[config.mk]
export PLATFORM = sky130hd
export DESIGN_NAME = uart_rx_cfg
export DESIGN_NICKNAME = d
export VERILOG_FILES = /design/src/rtl/uart_pkg.sv /design/src/rtl/uart_baud_tick.sv /design/src/rtl/uart_rx_cfg.sv
export SDC_FILE = /design/constraint.sdc
export NUM_CORES = 1
export LEC_CHECK = 0
export BUFFER_PORTS_ARGS = -buffer_cell sky130_fd_sc_hd__buf_2
export CORE_MARGIN = 3
export CORE_UTILIZATION = 64
export DETAILED_ROUTE_END_ITERATION = 16
export PLACE_DENSITY = 0.92
export SYNTH_ARGS = -nofsm -noshare
export SYNTH_HDL_FRONTEND = slang
export SYNTH_HIERARCHICAL = 1
export SYNTH_SLANG_ARGS = --single-unit
[constraint.sdc]
create_clock -name sys_clk -period 4.5 [get_ports sys_clk]
set_input_delay 0.9 -clock sys_clk [delete_from_list [all_inputs] [get_ports sys_clk]]
set_output_delay 0.9 -clock sys_clk [all_outputs]
set_load 0.05 [all_outputs]
[src/rtl/uart_pkg.sv]
// Shared UART definitions: parity encodings, receiver FSM states, baud-counter sizing
// and the 2-of-3 vote used by majority sampling.
package uart_pkg;

  localparam int PAR_NONE = 32'sd0;
  localparam int PAR_ODD  = 32'sd1;
  localparam int PAR_EVEN = 32'sd2;

  typedef enum logic [2:0] {
    ST_IDLE     = 3'd0,
    ST_START    = 3'd1,
    ST_DATA     = 3'd2,
    ST_PAR      = 3'd3,
    ST_STOP     = 3'd4,
    ST_BRK_WAIT = 3'd5
  } rx_state_e;

  function automatic int baud_cnt_max(input int clk_freq, input int uart_bps);
    return clk_freq / uart_bps;
  endfunction

  function automatic int baud_cnt_w(input int clk_freq, input int uart_bps);
    return $clog2(clk_freq / uart_bps);
  endfunction

  function automatic logic maj3(input logic a, input logic b, input logic c);
    return (a & b) | (a & c) | (b & c);
  endfunction

endpackage

[src/rtl/uart_baud_tick.sv]
// Baud counter with three sample taps (mid-2, mid, mid+2) around the bit mid-point.
// Held at zero while clr is high; shared by receiver and future transmitter.
module uart_baud_tick #(
  parameter int CNT_MAX = 5208,
  parameter int CNT_W   = 13
) (
  input  logic sys_clk,
  input  logic sys_rst,
  input  logic en,
  input  logic clr,
  output logic tick_early,
  output logic tick_mid,
  output logic tick_late
);

  localparam int               MID       = CNT_MAX / 2 - 1;
  localparam logic [CNT_W-1:0] CNT_LAST  = CNT_W'(CNT_MAX - 1);
  localparam logic [CNT_W-1:0] CNT_EARLY = CNT_W'(MID - 2);
  localparam logic [CNT_W-1:0] CNT_MID   = CNT_W'(MID);
  localparam logic [CNT_W-1:0] CNT_LATE  = CNT_W'(MID + 2);

  logic [CNT_W-1:0] cnt_r;

  // Free-running bit-period counter, wrapping at the end of each bit
  always_ff @(posedge sys_clk) begin
    if (sys_rst || clr) begin
      cnt_r <= {CNT_W{1'b0}};
    end else if (en) begin
      if (cnt_r == CNT_LAST) begin
        cnt_r <= {CNT_W{1'b0}};
      end else begin
        cnt_r <= cnt_r + CNT_W'(1);
      end
    end
  end

  assign tick_early = en && (cnt_r == CNT_EARLY);
  assign tick_mid   = en && (cnt_r == CNT_MID);
  assign tick_late  = en && (cnt_r == CNT_LATE);

endmodule

[src/rtl/uart_rx_cfg.sv]
// Configurable UART receiver (data width, parity, stop bits) reporting parity, framing and break.
// Build option UART_RX_MAJORITY_EN: each bit is the 2-of-3 vote of samples at mid-2, mid, mid+2.
module uart_rx_cfg
  import uart_pkg::*;
#(
  parameter int CLK_FREQ  = 50_000_000,
  parameter int UART_BPS  = 9600,
  parameter int DATA_BITS = 8,
  parameter int PARITY    = 0,
  parameter int STOP_BITS = 1
) (
  input  logic                 sys_clk,
  input  logic                 sys_rst,
  input  logic                 rx,
  output logic [DATA_BITS-1:0] po_data,
  output logic                 po_flag,
  output logic                 parity_err,
  output logic                 frame_err,
  output logic                 break_det
);

  localparam int             BAUD_CNT_MAX = baud_cnt_max(CLK_FREQ, UART_BPS);
  localparam int             CNT_W        = baud_cnt_w(CLK_FREQ, UART_BPS);
  localparam int             BIT_W        = 4;
  localparam logic [BIT_W-1:0] DATA_LAST  = BIT_W'(DATA_BITS - 1);
  localparam logic [BIT_W-1:0] STOP_LAST  = BIT_W'(STOP_BITS - 1);
  localparam logic           PAR_EXP      = (PARITY == PAR_ODD) ? 1'b1 : 1'b0;

  logic       rx_meta_r, rx_sync_r, rx_prev_r;
  logic [1:0] sync_fill_r;
  logic       fall_s;

  // Two-flop synchroniser; edge history only tracks rx once the pipeline holds real samples,
  // so a line held low through reset release is never mistaken for a start bit
  always_ff @(posedge sys_clk) begin
    if (sys_rst) begin
      rx_meta_r   <= 1'b1;
      rx_sync_r   <= 1'b1;
      rx_prev_r   <= 1'b0;
      sync_fill_r <= 2'b00;
    end else begin
      rx_meta_r   <= rx;
      rx_sync_r   <= rx_meta_r;
      sync_fill_r <= {sync_fill_r[0], 1'b1};
      if (sync_fill_r[1]) begin
        rx_prev_r <= rx_sync_r;
      end
    end
  end

  assign fall_s = rx_prev_r & ~rx_sync_r;

  rx_state_e            state_r, state_nxt;
  logic [BIT_W-1:0]     bit_cnt_r, bit_cnt_nxt;
  logic [DATA_BITS-1:0] shift_r, shift_nxt;
  logic                 par_err_r, par_err_nxt;
  logic                 frm_err_r, frm_err_nxt;
  logic                 zero_r, zero_nxt;
  logic                 done_s;
  logic                 cnt_clr_s;
  logic                 tick_early_s, tick_mid_s, tick_late_s;
  logic                 bit_tick_s, bit_val_s;

  assign cnt_clr_s = (state_r == ST_IDLE);

  uart_baud_tick #(
    .CNT_MAX(BAUD_CNT_MAX),
    .CNT_W  (CNT_W)
  ) u_baud_tick (
    .sys_clk   (sys_clk),
    .sys_rst   (sys_rst),
    .en        (~cnt_clr_s),
    .clr       (cnt_clr_s),
    .tick_early(tick_early_s),
    .tick_mid  (tick_mid_s),
    .tick_late (tick_late_s)
  );

`ifdef UART_RX_MAJORITY_EN
  logic samp_early_r, samp_mid_r;

  // Capture the two earlier votes; the third is the live sample on the late tick
  always_ff @(posedge sys_clk) begin
    if (sys_rst) begin
      samp_early_r <= 1'b1;
      samp_mid_r   <= 1'b1;
    end else begin
      if (tick_early_s) begin
        samp_early_r <= rx_sync_r;
      end
      if (tick_mid_s) begin
        samp_mid_r <= rx_sync_r;
      end
    end
  end

  assign bit_tick_s = tick_late_s;
  assign bit_val_s  = maj3(samp_early_r, samp_mid_r, rx_sync_r);
`else
  logic unused_ticks_s;

  assign unused_ticks_s = tick_early_s | tick_late_s;
  assign bit_tick_s     = tick_mid_s;
  assign bit_val_s      = rx_sync_r;
`endif

  // Frame state and per-frame accumulators
  always_ff @(posedge sys_clk) begin
    if (sys_rst) begin
      state_r   <= ST_IDLE;
      bit_cnt_r <= {BIT_W{1'b0}};
      shift_r   <= {DATA_BITS{1'b0}};
      par_err_r <= 1'b0;
      frm_err_r <= 1'b0;
      zero_r    <= 1'b0;
    end else begin
      state_r   <= state_nxt;
      bit_cnt_r <= bit_cnt_nxt;
      shift_r   <= shift_nxt;
      par_err_r <= par_err_nxt;
      frm_err_r <= frm_err_nxt;
      zero_r    <= zero_nxt;
    end
  end

  // Next-state logic; zero_r stays set only while every sampled bit after start is low
  always_comb begin
    state_nxt   = state_r;
    bit_cnt_nxt = bit_cnt_r;
    shift_nxt   = shift_r;
    par_err_nxt = par_err_r;
    frm_err_nxt = frm_err_r;
    zero_nxt    = zero_r;
    done_s      = 1'b0;
    case (state_r)
      ST_IDLE: begin
        if (fall_s) begin
          state_nxt   = ST_START;
          bit_cnt_nxt = {BIT_W{1'b0}};
          par_err_nxt = 1'b0;
          frm_err_nxt = 1'b0;
          zero_nxt    = 1'b1;
        end else begin
          state_nxt = ST_IDLE;
        end
      end
      ST_START: begin
        if (bit_tick_s) begin
          state_nxt = bit_val_s ? ST_IDLE : ST_DATA;
        end else begin
          state_nxt = ST_START;
        end
      end
      ST_DATA: begin
        if (bit_tick_s) begin
          shift_nxt = {bit_val_s, shift_r[DATA_BITS-1:1]};
          zero_nxt  = zero_r & ~bit_val_s;
          if (bit_cnt_r == DATA_LAST) begin
            bit_cnt_nxt = {BIT_W{1'b0}};
            state_nxt   = (PARITY != PAR_NONE) ? ST_PAR : ST_STOP;
          end else begin
            bit_cnt_nxt = bit_cnt_r + BIT_W'(1);
          end
        end else begin
          state_nxt = ST_DATA;
        end
      end
      ST_PAR: begin
        if (bit_tick_s) begin
          par_err_nxt = par_err_r | ((^shift_r ^ bit_val_s) != PAR_EXP);
          zero_nxt    = zero_r & ~bit_val_s;
          state_nxt   = ST_STOP;
        end else begin
          state_nxt = ST_PAR;
        end
      end
      ST_STOP: begin
        if (bit_tick_s) begin
          frm_err_nxt = frm_err_r | ~bit_val_s;
          zero_nxt    = zero_r & ~bit_val_s;
          if (bit_cnt_r == STOP_LAST) begin
            done_s    = 1'b1;
            state_nxt = zero_nxt ? ST_BRK_WAIT : ST_IDLE;
          end else begin
            bit_cnt_nxt = bit_cnt_r + BIT_W'(1);
          end
        end else begin
          state_nxt = ST_STOP;
        end
      end
      ST_BRK_WAIT: begin
        state_nxt = rx_sync_r ? ST_IDLE : ST_BRK_WAIT;
      end
      default: begin
        state_nxt = ST_IDLE;
      end
    endcase
  end

  // Result registers: updated together with the one-cycle po_flag pulse, held otherwise
  always_ff @(posedge sys_clk) begin
    if (sys_rst) begin
      po_flag    <= 1'b0;
      po_data    <= {DATA_BITS{1'b0}};
      parity_err <= 1'b0;
      frame_err  <= 1'b0;
      break_det  <= 1'b0;
    end else begin
      po_flag <= done_s;
      if (done_s) begin
        po_data    <= shift_r;
        parity_err <= par_err_nxt;
        frame_err  <= frm_err_nxt;
        break_det  <= zero_nxt;
      end
    end
  end

endmodule
# Yosys cells after proc, flatten, opt, wreduce, memory -nomap -nowiden
# Index checks and enable logic that the tools add are counted.
# word_totals
regBits,48
latch_bits,0
ramBits,0
rom_bits,0
input_bits,3
output_inout_bits,12
mem_count,0
# classes
add_sub_neg,2
n_mul,0
n_div,0
magnitude_cmp,0
n_eq_ne,14
n_shift,0
n_mux,31
n_bitwise,7
n_reduce_logical,10
# ops
operator,n
2-to-1 mux 3 bit,7
2-to-1 mux 4 bit,5
case mux 3 bit (6 select lines),1
adder 13 x 1 -> 13 bit (second input constant),1
equality test 13 x 12 -> 1 bit (second input constant),1
equality test 13 bit (second input constant),1
2-to-1 mux 13 bit,1
case mux 4 bit (3 select lines),1
2-to-1 mux 1 bit,11
inequality test 2 bit (second input constant),4
parity 8 bit,1
equality test 3 x 2 -> 1 bit (second input constant),2
equality test 3 bit (second input constant),2
inequality test 3 bit (second input constant),2
case mux 1 bit (2 select lines),3
AND reduction 5 bit,1
adder 4 x 1 -> 4 bit (second input constant),1
equality test 4 x 3 -> 1 bit (second input constant),1
logical NOT 4 bit,1
2-to-1 mux 2 bit,2
AND reduction 2 bit,2
equality test 3 x 1 -> 1 bit (second input constant),1
logical NOT 3 bit,1
nonzero test 3 bit,1
other kinds (7),10

# Logic depth before layout (Yosys ltp)
# Gate-level depths: netlist (run 1).
# depth
depth_word,6
depth_mapped,10
depth_no_buf,8

# By module
# Netlist (run 1), hierarchy kept.
# by_module_without_submodules
mod,instances,cells_each,area_per_inst_um2,seq_area_each_um2
uart_rx_cfg,1,183,1564.0,700.7
uart_baud_tick,1,85,734.5,260.2

# Least setup slack after synthesis (run 1)
# No wires, ideal clock.
# synth_timing
path_type,register -> register
startpoint,register state_r[0]
endpoint,register state_r[2]
setup_time_ns,0.132
t_arrival_ns,2.409
path_slack_ns,1.958
stages_incl_launch_ff,11
path_buffers,2
path_cell_list,dfxtp_1 > clkbuf_1 > or3_1 > nand2_1 > nor4_1 > clkbuf_1 > nand2_1 > nor3_1 > nand2_1 > o21ai_0 > a21oi_1
# synth_via
elab_chain_cells,5
# synth_lines
item,line_no,text
start: declaration,uart_rx_cfg.sv:53,"rx_state_e state_r, state_nxt;"
start signal: assignment,uart_rx_cfg.sv:117,state_r <= state_nxt;
logical NOT 3 bit (*),uart_rx_cfg.sv:64,assign cnt_clr_s = (state_r == ST_IDLE);
inverter 1 bit (*),uart_rx_cfg.sv:72,".en (~cnt_clr_s),"
logical AND 1 bit (*),uart_baud_tick.sv:38,assign tick_mid = en && (cnt_r == CNT_MID);
net bit_tick_s,uart_rx_cfg.sv:62,"logic bit_tick_s, bit_val_s;"
"2-to-1 mux 3 bit, or another cell as far along",uart_rx_cfg.sv:178,if (bit_tick_s) begin
case mux 3 bit (6 select lines) / AND reduction 2 bit (equally long branches),--,
# The timed path passes the listed nets; every way through them passes the cells marked *.
# A chain may end at the register's enable or synchronous reset.

# Worst setup path in the final report (run 1)
# Ends and elaborated chain as after synthesis.

==> results of run 1 <==
## through the flow
step	util [%]	area, sq um
finish	74.9	2400
global route	74.9	2400
CTS	74.9	2400
detailed placement	72.5	2320
global placement	72.5	2320
floorplan	-	2270
## placed cells by master (no fill, tap or decap), drive strengths merged, types with 3 or more instances in the layout
cell type and n:
dfxtp 48, o21ai 7, or3 5, xor2 5, nor4b 3, a21oi 22, nor3 8, nor2b 4
ha 5, nor2 31, clkbuf 6, nand3 6, inv 10, mux2i 9, buf 15, nor4 5
nand2 29, xnor2 13, nand4 5, o22ai 3
## where the power goes
| group | total [mW] | internal (mW) | switching, mW |
|---|---|---|---|
| clock network | 0.247 | 0.117 | 0.130 |
| registers | 0.431 | 0.428 | 0.00318 |
| logic | 0.0150 | 0.00530 | 0.00972 |
| total | 0.693 | 0.549 | 0.143 |
## per-layer routing
metal  track usage (%)  routed length, microns  up-vias
li1                  -                       -      924
met2              35.8                    1990       38
met4              9.33                      78        0
met5                 0                       0        -
met1              28.0                    2070      835
met3              4.10                     153        7
## cell type report
cell class / count / area share (%)
Tap cell: 44 / 2.30
Clock inverter: 2 / 1.46
Sequential cell: 48 / 40.1
Timing Repair Buffer: 15 / 3.23
Inverter: 10 / 1.56
Clock buffer: 6 / 1.72
Multi-Input combinational cell: 190 / 49.7
## registers in the layout, summed over array words and instances (netlist names)
signal             count
sync_fill_r            2
zero_r                 1
par_err_r              1
bit_cnt_r              4
po_flag                1
parity_err             1
rx_prev_r              1
rx_meta_r              1
u_baud_tick/cnt_r     13
po_data                8
shift_r                8
frm_err_r              1
frame_err              1
break_det              1
bit_val_s              1
state_r                3
## how the worst min path moves through the flow
stage	startpoint	to	slack (ns)	cells after the start
final	rx_meta_r	bit_val_s	0.44	1
after global routing	rx_meta_r	bit_val_s	0.45	1
after CTS	rx_meta_r	bit_val_s	0.44	1
after detailed placement	rx_meta_r	bit_val_s	0.41	1
after global placement	rx_meta_r	bit_val_s	0.39	1
after floorplan	rx_meta_r	bit_val_s	0.39	1
==> metrics.csv, run 1 <==
metric,value,unit
cp_slowest_stage_delay,0.71,ns
crit_path_end,state_r[2],
worstPathRequired,4.74,ns
diodes,0,
die_w,65.5,microns
wl_per_cell,13.6,microns
grt_max_degree,39,
fp-row-count,20,
cts_hold_buf,0,
critPathCaptureType,register,
ant_nets,0,
cts_buffer_depth,2,
critPathTopFamily,simple AND/OR/NAND/NOR gates,
syn_to_final_growth,5.85,%
core-area,0.00320,sq mm
num_vias,1804,
worst_pin_slew,0.900,ns
cts_tree,yes,
p_leak,0.883,nW
antenna_found_initial,0,
path_depth,9,
syn_inst,263,
grt_pass1_wl,7190,microns
post_drt_via_cell_ratio,5.73,
portBuffers,14,
overflow,0,
worstPathArrival,3.13,ns
hold_viol,0,
first_global_vias,1609,
r2r_start,state_r[0],
worstPathMaxFanout,19,
reg2reg_slack,1.61,ns
p_total,0.693,mW
min_period_over_period,64.3,%
rsz0062_at_grt,false,
grt_usage,21.8,%
power-per-cell-area,289,mW/mm^2
gp_congestion,0.839,
cts_buffers,5,
die-area,0.00429,sq mm
layout_setup_ws,1.61,ns
placedCellCount,307,
fillers,237,
fin_crit,2.89,ns
critPathBufInv,1,
cap_viol_max_count,0,
syn-num-nets,271,
crit_chain,or3_1 -> nand2_1 -> nor4_1 -> buf_4 -> nand2_1 -> nor3_1 -> nand2_1 -> o21ai_0 -> a21oi_1,
worst_clock_skew,0.00988,ns
post_cts_buffers,0,
syn_avg_cell_area,8.62,sq um
cpMaxStageDelayCell,nor3_1,
die_y,65.5,microns
tns,0,ns
relSlewSlack,39.5,%
place_hpwl,2960,microns
drive_gt1_share,12.9,%
fin_hold_ws,0.436,ns
startpoint,state_r[0],
hp-class,reg2reg,
clockRootBuffer,clkbuf_4,
fin_cells,315,
worstSetupStartpointType,register,
start_util,70.7,%
nNetsFinal,278,
crit_top_cell,nand2_1,
place_ws,1.65,ns
synth_area,0.00227,sq mm
drt_wl_total,4300,microns
yosysWarnings,6,
worst_r2r_path_depth,9,
setup_viol,0,
dr.pass1.iters,4,
regArea,961,sq um
clock.fmax,346,MHz
clkTransAtPathRegs,0.13,ns
pin_count,15,
slew_viol_final,0,
peakVddDrop,0.219,mV
drc,0,
insertion_delay,0.37,ns
timing.rr.end,state_r[2],
cts_resized,0,
path_class,reg2reg,
multi_input_area,0.00119,sq mm
htreeDepth,2,
first_iter_violations,162,
status,"complete, no violations",
cts_sinks,48,
Note: power is estimated with default switching activity, not from simulation.
==> inputs of run 2 (changes only) <==
--- a/config.mk
+++ b/config.mk
@@ -7,9 +7,9 @@
 export LEC_CHECK = 0
 export BUFFER_PORTS_ARGS = -buffer_cell sky130_fd_sc_hd__buf_2
 export CORE_MARGIN = 3
-export CORE_UTILIZATION = 64
+export CORE_UTILIZATION = 59
 export DETAILED_ROUTE_END_ITERATION = 16
-export PLACE_DENSITY = 0.92
+export PLACE_DENSITY = 0.86
 export SYNTH_ARGS = -nofsm -noshare
 export SYNTH_HDL_FRONTEND = slang
 export SYNTH_HIERARCHICAL = 1
==> constraint.sdc (replaced) <==
create_clock -name sys_clk -period 3 [get_ports sys_clk]
set_input_delay 0.6 -clock sys_clk [delete_from_list [all_inputs] [get_ports sys_clk]]
set_output_delay 0.6 -clock sys_clk [all_outputs]
set_load 0.05 [all_outputs]
==> metrics.csv, run 2 (synthesis results as in run 1) <==
metric,value,unit,change
start_util,64.4,%,was 70.7%
cts_tree,yes,,unchanged
worstPathRequired,3.24,ns,was 4.74 ns
relSlewSlack,48.2,%,was 39.5%
portBuffers,14,,unchanged
multi_input_area,0.00119,sq mm,unchanged
first_global_vias,1524,,was 1609
insertion_delay,0.30,ns,was 0.37 ns
fin_crit,2.47,ns,was 2.89 ns
wl_per_cell,13.0,microns,was 13.6 microns
syn_to_final_growth,8.50,%,was 5.85%
tns,0,ns,unchanged
peakVddDrop,0.308,mV,was 0.219 mV
slew_viol_final,0,,unchanged
antenna_found_initial,0,,unchanged
gp_congestion,0.835,,was 0.839
diodes,0,,unchanged
regArea,961,sq um,unchanged
dr.pass1.iters,4,,unchanged
p_total,1.07,mW,was 0.693 mW
worstPathMaxFanout,15,,was 19
ant_nets,0,,unchanged
top_regs,"u_baud_tick/cnt_r x13, po_data x8, shift_r x8",,unchanged
crit_top_cell,nand2_1,,unchanged
die-area,0.00462,sq mm,was 0.00429 sq mm
worstPathArrival,2.71,ns,was 3.13 ns
p_leak,0.920,nW,was 0.883 nW
hp-class,reg2reg,,unchanged
worst_r2r_path_depth,7,,was 9
mostFrequentLayoutCells,"dfxtp_1 (48), nor2_1 (31), nand2_1 (29)",,unchanged
cts_resized,0,,unchanged
fillers,284,,was 237
die_w,68.0,microns,was 65.5 microns
setup_viol,0,,unchanged
drt_wl_total,4190,microns,was 4300 microns
regMostFlops,u_baud_tick/cnt_r,,unchanged
critPathCaptureType,register,,unchanged
path_class,reg2reg,,unchanged
crit_chain,nor4b_1 -> nand2_1 -> nor4_1 -> nand2_1 -> or4_4 -> or3_4 -> a21oi_2,,was or3_1 -> nand2_1 -> nor4_1 -> buf_4 -> nand2_1 -> nor3_1 -> nand2_1 -> o21ai_0 -> a21oi_1
hold_depth,1,,unchanged
status,"complete, no violations",,unchanged
largest_register_ffs,13,,unchanged
die_y,68.0,microns,was 65.5 microns
final_common_cell,dfxtp_1,,unchanged
nNetsFinal,283,,was 278
worst_clock_skew,0.00803,ns,was 0.00988 ns
cts_sinks,48,,unchanged
cts_hold_buf,0,,unchanged
overflow,0,,unchanged
layout_setup_ws,0.528,ns,was 1.61 ns
place_ws,0.570,ns,was 1.65 ns
num_vias,1814,,was 1804
post_cts_buffers,0,,unchanged
cap_viol_max_count,0,,unchanged
rsz0062_at_grt,false,,unchanged
worstSetupStartpointType,register,,unchanged
drive_gt1_share,14.9,%,was 12.9%
cpMaxStageDelayCell,or4_4,,was nor3_1
grt_max_degree,39,,unchanged
first_iter_violations,167,,was 162
place_hpwl,2880,microns,was 2960 microns
min_period_over_period,82.4,%,was 64.3%
htreeDepth,2,,unchanged
cts_buffers,5,,unchanged
drc,0,,unchanged
core-area,0.00352,sq mm,was 0.00320 sq mm
worst_pin_slew,0.772,ns,was 0.900 ns
fp-row-count,21,,was 20
clock.fmax,404,MHz,was 346 MHz
grt_usage,19.4,%,was 21.8%
post_drt_via_cell_ratio,5.63,,was 5.73
cp_slowest_stage_delay,0.56,ns,was 0.71 ns
clockRootBuffer,clkbuf_8,,was clkbuf_4
pin_count,15,,unchanged
hold_viol,0,,unchanged
cts_buffer_depth,2,,unchanged
grt_pass1_wl,6850,microns,was 7190 microns
clkTransAtPathRegs,0.09,ns,was 0.13 ns
power-per-cell-area,436,mW/mm^2,was 289 mW/mm^2
[run 2: cell count changes in the layout (fill, tap and decap cells not counted)]
cell | before | now
buf_4 | 1 | 6
bufinv_16 | 1 | 0
clkbuf_1 | 1 | 0
clkbuf_4 | 5 | 0
clkbuf_8 | 0 | 6
inv_6 | 0 | 1
[run 2: cell type report]
cell class                      instances  area share [%]
Multi-Input combinational cell        190            48.4
Sequential cell                        48            39.1
Tap cell                               46            2.34
Clock buffer                            6            3.36
Inverter                               10            1.53
Clock inverter                          2           0.560
Timing Repair Buffer                   20            4.68
[run 2: report_power, final]
group	internal (mW)	leakage [nW]	switching (mW)	total [mW]
clock network	0.189	0.0516	0.214	0.403
registers	0.640	0.388	0.00352	0.644
logic	0.00863	0.480	0.0155	0.0242
[run 2: worst paths after layout]
path	from	to	slack [ns]
worst max-delay path	u_baud_tick/cnt_r[4]	break_det	0.53
worst min-delay path	rx_meta_r	bit_val_s	0.41
worst max register to register	u_baud_tick/cnt_r[4]	break_det	0.53
worst min register to register	rx_meta_r	bit_val_s	0.41
[run 2: worst max-delay path, delay by kind of cell (launching register included)]
kind	cells	cell delay [ns]
compound gates	1	0.12
flops	1	0.38
simple gates	6	1.90
[run 2: routing by layer]
metal	global-route usage [%]	routed length, microns
met5	0	0
met4	6.70	57
met3	4.93	149
met2	30.7	1980
met1	25.5	2010
[run 2: through the flow]
step                      area, sq um  hold slack [ns]  util, %  cells
after floorplan                  2270            0.389        -    263
after global placement           2360            0.392     67.1    314
after detailed placement         2360            0.394     67.1    314
after CTS                        2460            0.415     69.8    322
after global routing             2460            0.428     69.8    322
final                            2460            0.414     69.8    322
==> inputs of run 3 (changes only) <==
--- a/config.mk
+++ b/config.mk
@@ -5,11 +5,12 @@
 export SDC_FILE = /design/constraint.sdc
 export NUM_CORES = 1
 export LEC_CHECK = 0
+export ABC_AREA = 1
 export BUFFER_PORTS_ARGS = -buffer_cell sky130_fd_sc_hd__buf_2
 export CORE_MARGIN = 3
-export CORE_UTILIZATION = 59
+export CORE_UTILIZATION = 60
 export DETAILED_ROUTE_END_ITERATION = 16
-export PLACE_DENSITY = 0.86
+export PLACE_DENSITY = 0.87
 export SYNTH_ARGS = -nofsm -noshare
 export SYNTH_HDL_FRONTEND = slang
 export SYNTH_HIERARCHICAL = 1
==> constraint.sdc (replaced) <==
create_clock -name sys_clk -period 2.5 [get_ports sys_clk]
set_input_delay 0.5 -clock sys_clk [delete_from_list [all_inputs] [get_ports sys_clk]]
set_output_delay 0.5 -clock sys_clk [all_outputs]
set_load 0.05 [all_outputs]
==> metrics.csv, run 3 <==
metric,value,unit,change
status,"complete, no violations",,unchanged
largest_register_ffs,13,,unchanged
drt_wl_total,4800,microns,was 4190 microns
p_leak,1.11,nW,was 0.920 nW
syn-num-nets,349,,was 271
ant_nets,0,,unchanged
worstHoldEndpoint,rx_meta_r,,was bit_val_s
num_vias,2112,,was 1814
insertion_delay,0.31,ns,was 0.30 ns
clkPwrFrac,38.1,%,was 37.6%
clockRootBuffer,clkbuf_8,,unchanged
place_hpwl,3520,microns,was 2880 microns
post_cts_buffers,0,,unchanged
worstSetupStartpointType,register,,unchanged
placed_cell_area,0.00254,sq mm,was 0.00236 sq mm
cts_tree,yes,,unchanged
worstPathArrival,2.42,ns,was 2.71 ns
rsz0062_at_grt,false,,unchanged
die_w,69.8,microns,was 68.0 microns
worstPathMaxFanout,22,,was 15
hold_depth,2,,was 1
syn_to_final_growth,7.83,%,was 8.50%
path_class,reg2reg,,unchanged
timing.rr.end,po_data[2],,was break_det
crit_chain,inv_2 -> nand2_1 -> nor2_2 -> inv_2 -> nand3_1 -> nor3_1 -> buf_4 -> nand2_2 -> nor2_4 -> buf_4 -> o21ai_0 -> a21oi_1,,was nor4b_1 -> nand2_1 -> nor4_1 -> nand2_1 -> or4_4 -> or3_4 -> a21oi_2
min_period_over_period,86.9,%,was 82.4%
power-per-cell-area,497,mW/mm^2,was 436 mW/mm^2
layout_setup_ws,0.327,ns,was 0.528 ns
yosysWarnings,6,,unchanged
critPathCaptureType,register,,unchanged
fin_cells,405,,was 322
worstPathRequired,2.74,ns,was 3.24 ns
cpMaxStageDelayCell,dfxtp_1,,was or4_4
drc,0,,unchanged
diodes,0,,unchanged
cts_buffers,5,,unchanged
fin_hold_ws,0.385,ns,was 0.414 ns
synth_area,0.00244,sq mm,was 0.00227 sq mm
post_drt_via_cell_ratio,5.21,,was 5.63
antenna_found_initial,0,,unchanged
cts_resized,0,,unchanged
grt_pass1_wl,8470,microns,was 6850 microns
final_common_cell,nand2_1,,was dfxtp_1
overflow,0,,unchanged
critPathTopFamily,buffers and inverters,,was simple AND/OR/NAND/NOR gates
cts_hold_buf,0,,unchanged
r2r_start,state_r[1],,was u_baud_tick/cnt_r[4]
worst_pin_slew,0.649,ns,was 0.772 ns
grt_usage,21.2,%,was 19.4%
start_util,64.4,%,about the same
core-area,0.00380,sq mm,was 0.00352 sq mm
relSlewSlack,56.7,%,was 48.2%
switching_share,23.1,%,was 21.8%
syn_inst,341,,was 263
min-delay-start,rx,,was rx_meta_r
wl_per_cell,11.8,microns,was 13.0 microns
pin_count,15,,unchanged
slew_viol_final,0,,unchanged
cts_sinks,48,,unchanged
placedCellCount,397,,was 314
p_int,1.01,mW,was 0.838 mW
peakVddDrop,0.418,mV,was 0.308 mV
top_regs,"u_baud_tick/cnt_r x13, po_data x8, shift_r x8",,unchanged
gp_congestion,0.878,,was 0.835
syn_avg_cell_area,7.17,sq um,was 8.62 sq um
first_global_vias,2007,,was 1524
startpoint,state_r[1],,was u_baud_tick/cnt_r[4]
first_iter_violations,114,,was 167
p_sw,0.302,mW,was 0.233 mW
fp-row-count,22,,was 21
hp-class,in2reg,,was reg2reg
hold_viol,0,,unchanged
p_total,1.31,mW,was 1.07 mW
portBuffers,14,,unchanged
final_util,69.4,%,was 69.8%
worst_clock_skew,0.00864,ns,was 0.00803 ns
mostFrequentLayoutCells,"nand2_1 (80), dfxtp_1 (48), inv_1 (37)",,"was dfxtp_1 (48), nor2_1 (31), nand2_1 (29)"
dr.pass1.iters,4,,unchanged
grt_max_degree,24,,was 39
place_ws,0.372,ns,was 0.570 ns
cap_viol_max_count,0,,unchanged
die_y,69.8,microns,was 68.0 microns
setup_viol,0,,unchanged
critPathBufInv,4,,was 0
power_frac_seq,59.1,%,was 60.1%
comb_power_share,2.8,%,was 2.3%
worst_r2r_path_depth,12,,was 7
drive_gt1_share,19.6,%,was 14.9%
reg2reg_slack,0.33,ns,was 0.53 ns
fillers,337,,was 284
clock.fmax,460,MHz,was 404 MHz
fin_crit,2.17,ns,was 2.47 ns
regMostFlops,u_baud_tick/cnt_r,,unchanged
die-area,0.00488,sq mm,was 0.00462 sq mm
cts_buffer_depth,2,,unchanged
cp_slowest_stage_delay,0.48,ns,was 0.56 ns
fin_area,0.00264,sq mm,was 0.00246 sq mm
htreeDepth,2,,unchanged
clkTransAtPathRegs,0.09,ns,about the same
tns,0,ns,unchanged
nNetsFinal,364,,was 283
[run 3: power by group through the flow]
| stage | sequential, mW | combinational [mW] | clock (mW) |
|---|---|---|---|
| final | 0.775 | 0.0366 | 0.499 |
| after global routing | 0.776 | 0.0411 | 0.539 |
| after CTS | 0.774 | 0.0370 | 0.505 |
| after detailed placement | 0.792 | 0.0368 | 0 |
| after global placement | 0.792 | 0.0352 | 0 |
| after floorplan | 0.791 | 0.0288 | 0 |
[run 3: cell type report]
class	count	area (sq um)	area share (%)
Multi-Input combinational cell	238	1250	47.6
Sequential cell	48	961	36.4
Inverter	46	173	6.55
Timing Repair Buffer	17	92.6	3.51
Clock buffer	6	82.6	3.13
Tap cell	48	60.1	2.28
Clock inverter	2	13.8	0.522
[run 3: per-layer routing]
layer | vias to the layer above | track usage, % | share of wire (%)
met1 | 958 | 25.8 | 48
li1 | 1117 | - | -
met2 | 32 | 35.8 | 48
met5 | - | 0 | 0
met4 | 0 | 10.0 | 1.7
met3 | 5 | 4.20 | 2.9
[run 3: how the worst max path moves through the flow]
stage,to,slack (ns),cells past startpoint
4_1_cts,po_data[2],0.34,12
6_report,po_data[2],0.33,12
3_3_place_gp,bit_cnt_r[0],0.48,14
5_1_grt,po_data[2],0.1,12
3_5_place_dp,po_data[2],0.37,12
2_1_floorplan,bit_cnt_r[3],0.56,15
[run 3: worst reg2reg max path, stage by stage, from the launching register on]
cell and delay (ns):
dfxtp_1 0.48, inv_2 0.07, nand2_1 0.10, nor2_2 0.06
inv_2 0.15, nand3_1 0.13, nor3_1 0.21, buf_4 0.20
nand2_2 0.10, nor2_4 0.08, buf_4 0.28, o21ai_0 0.12
a21oi_1 0.14
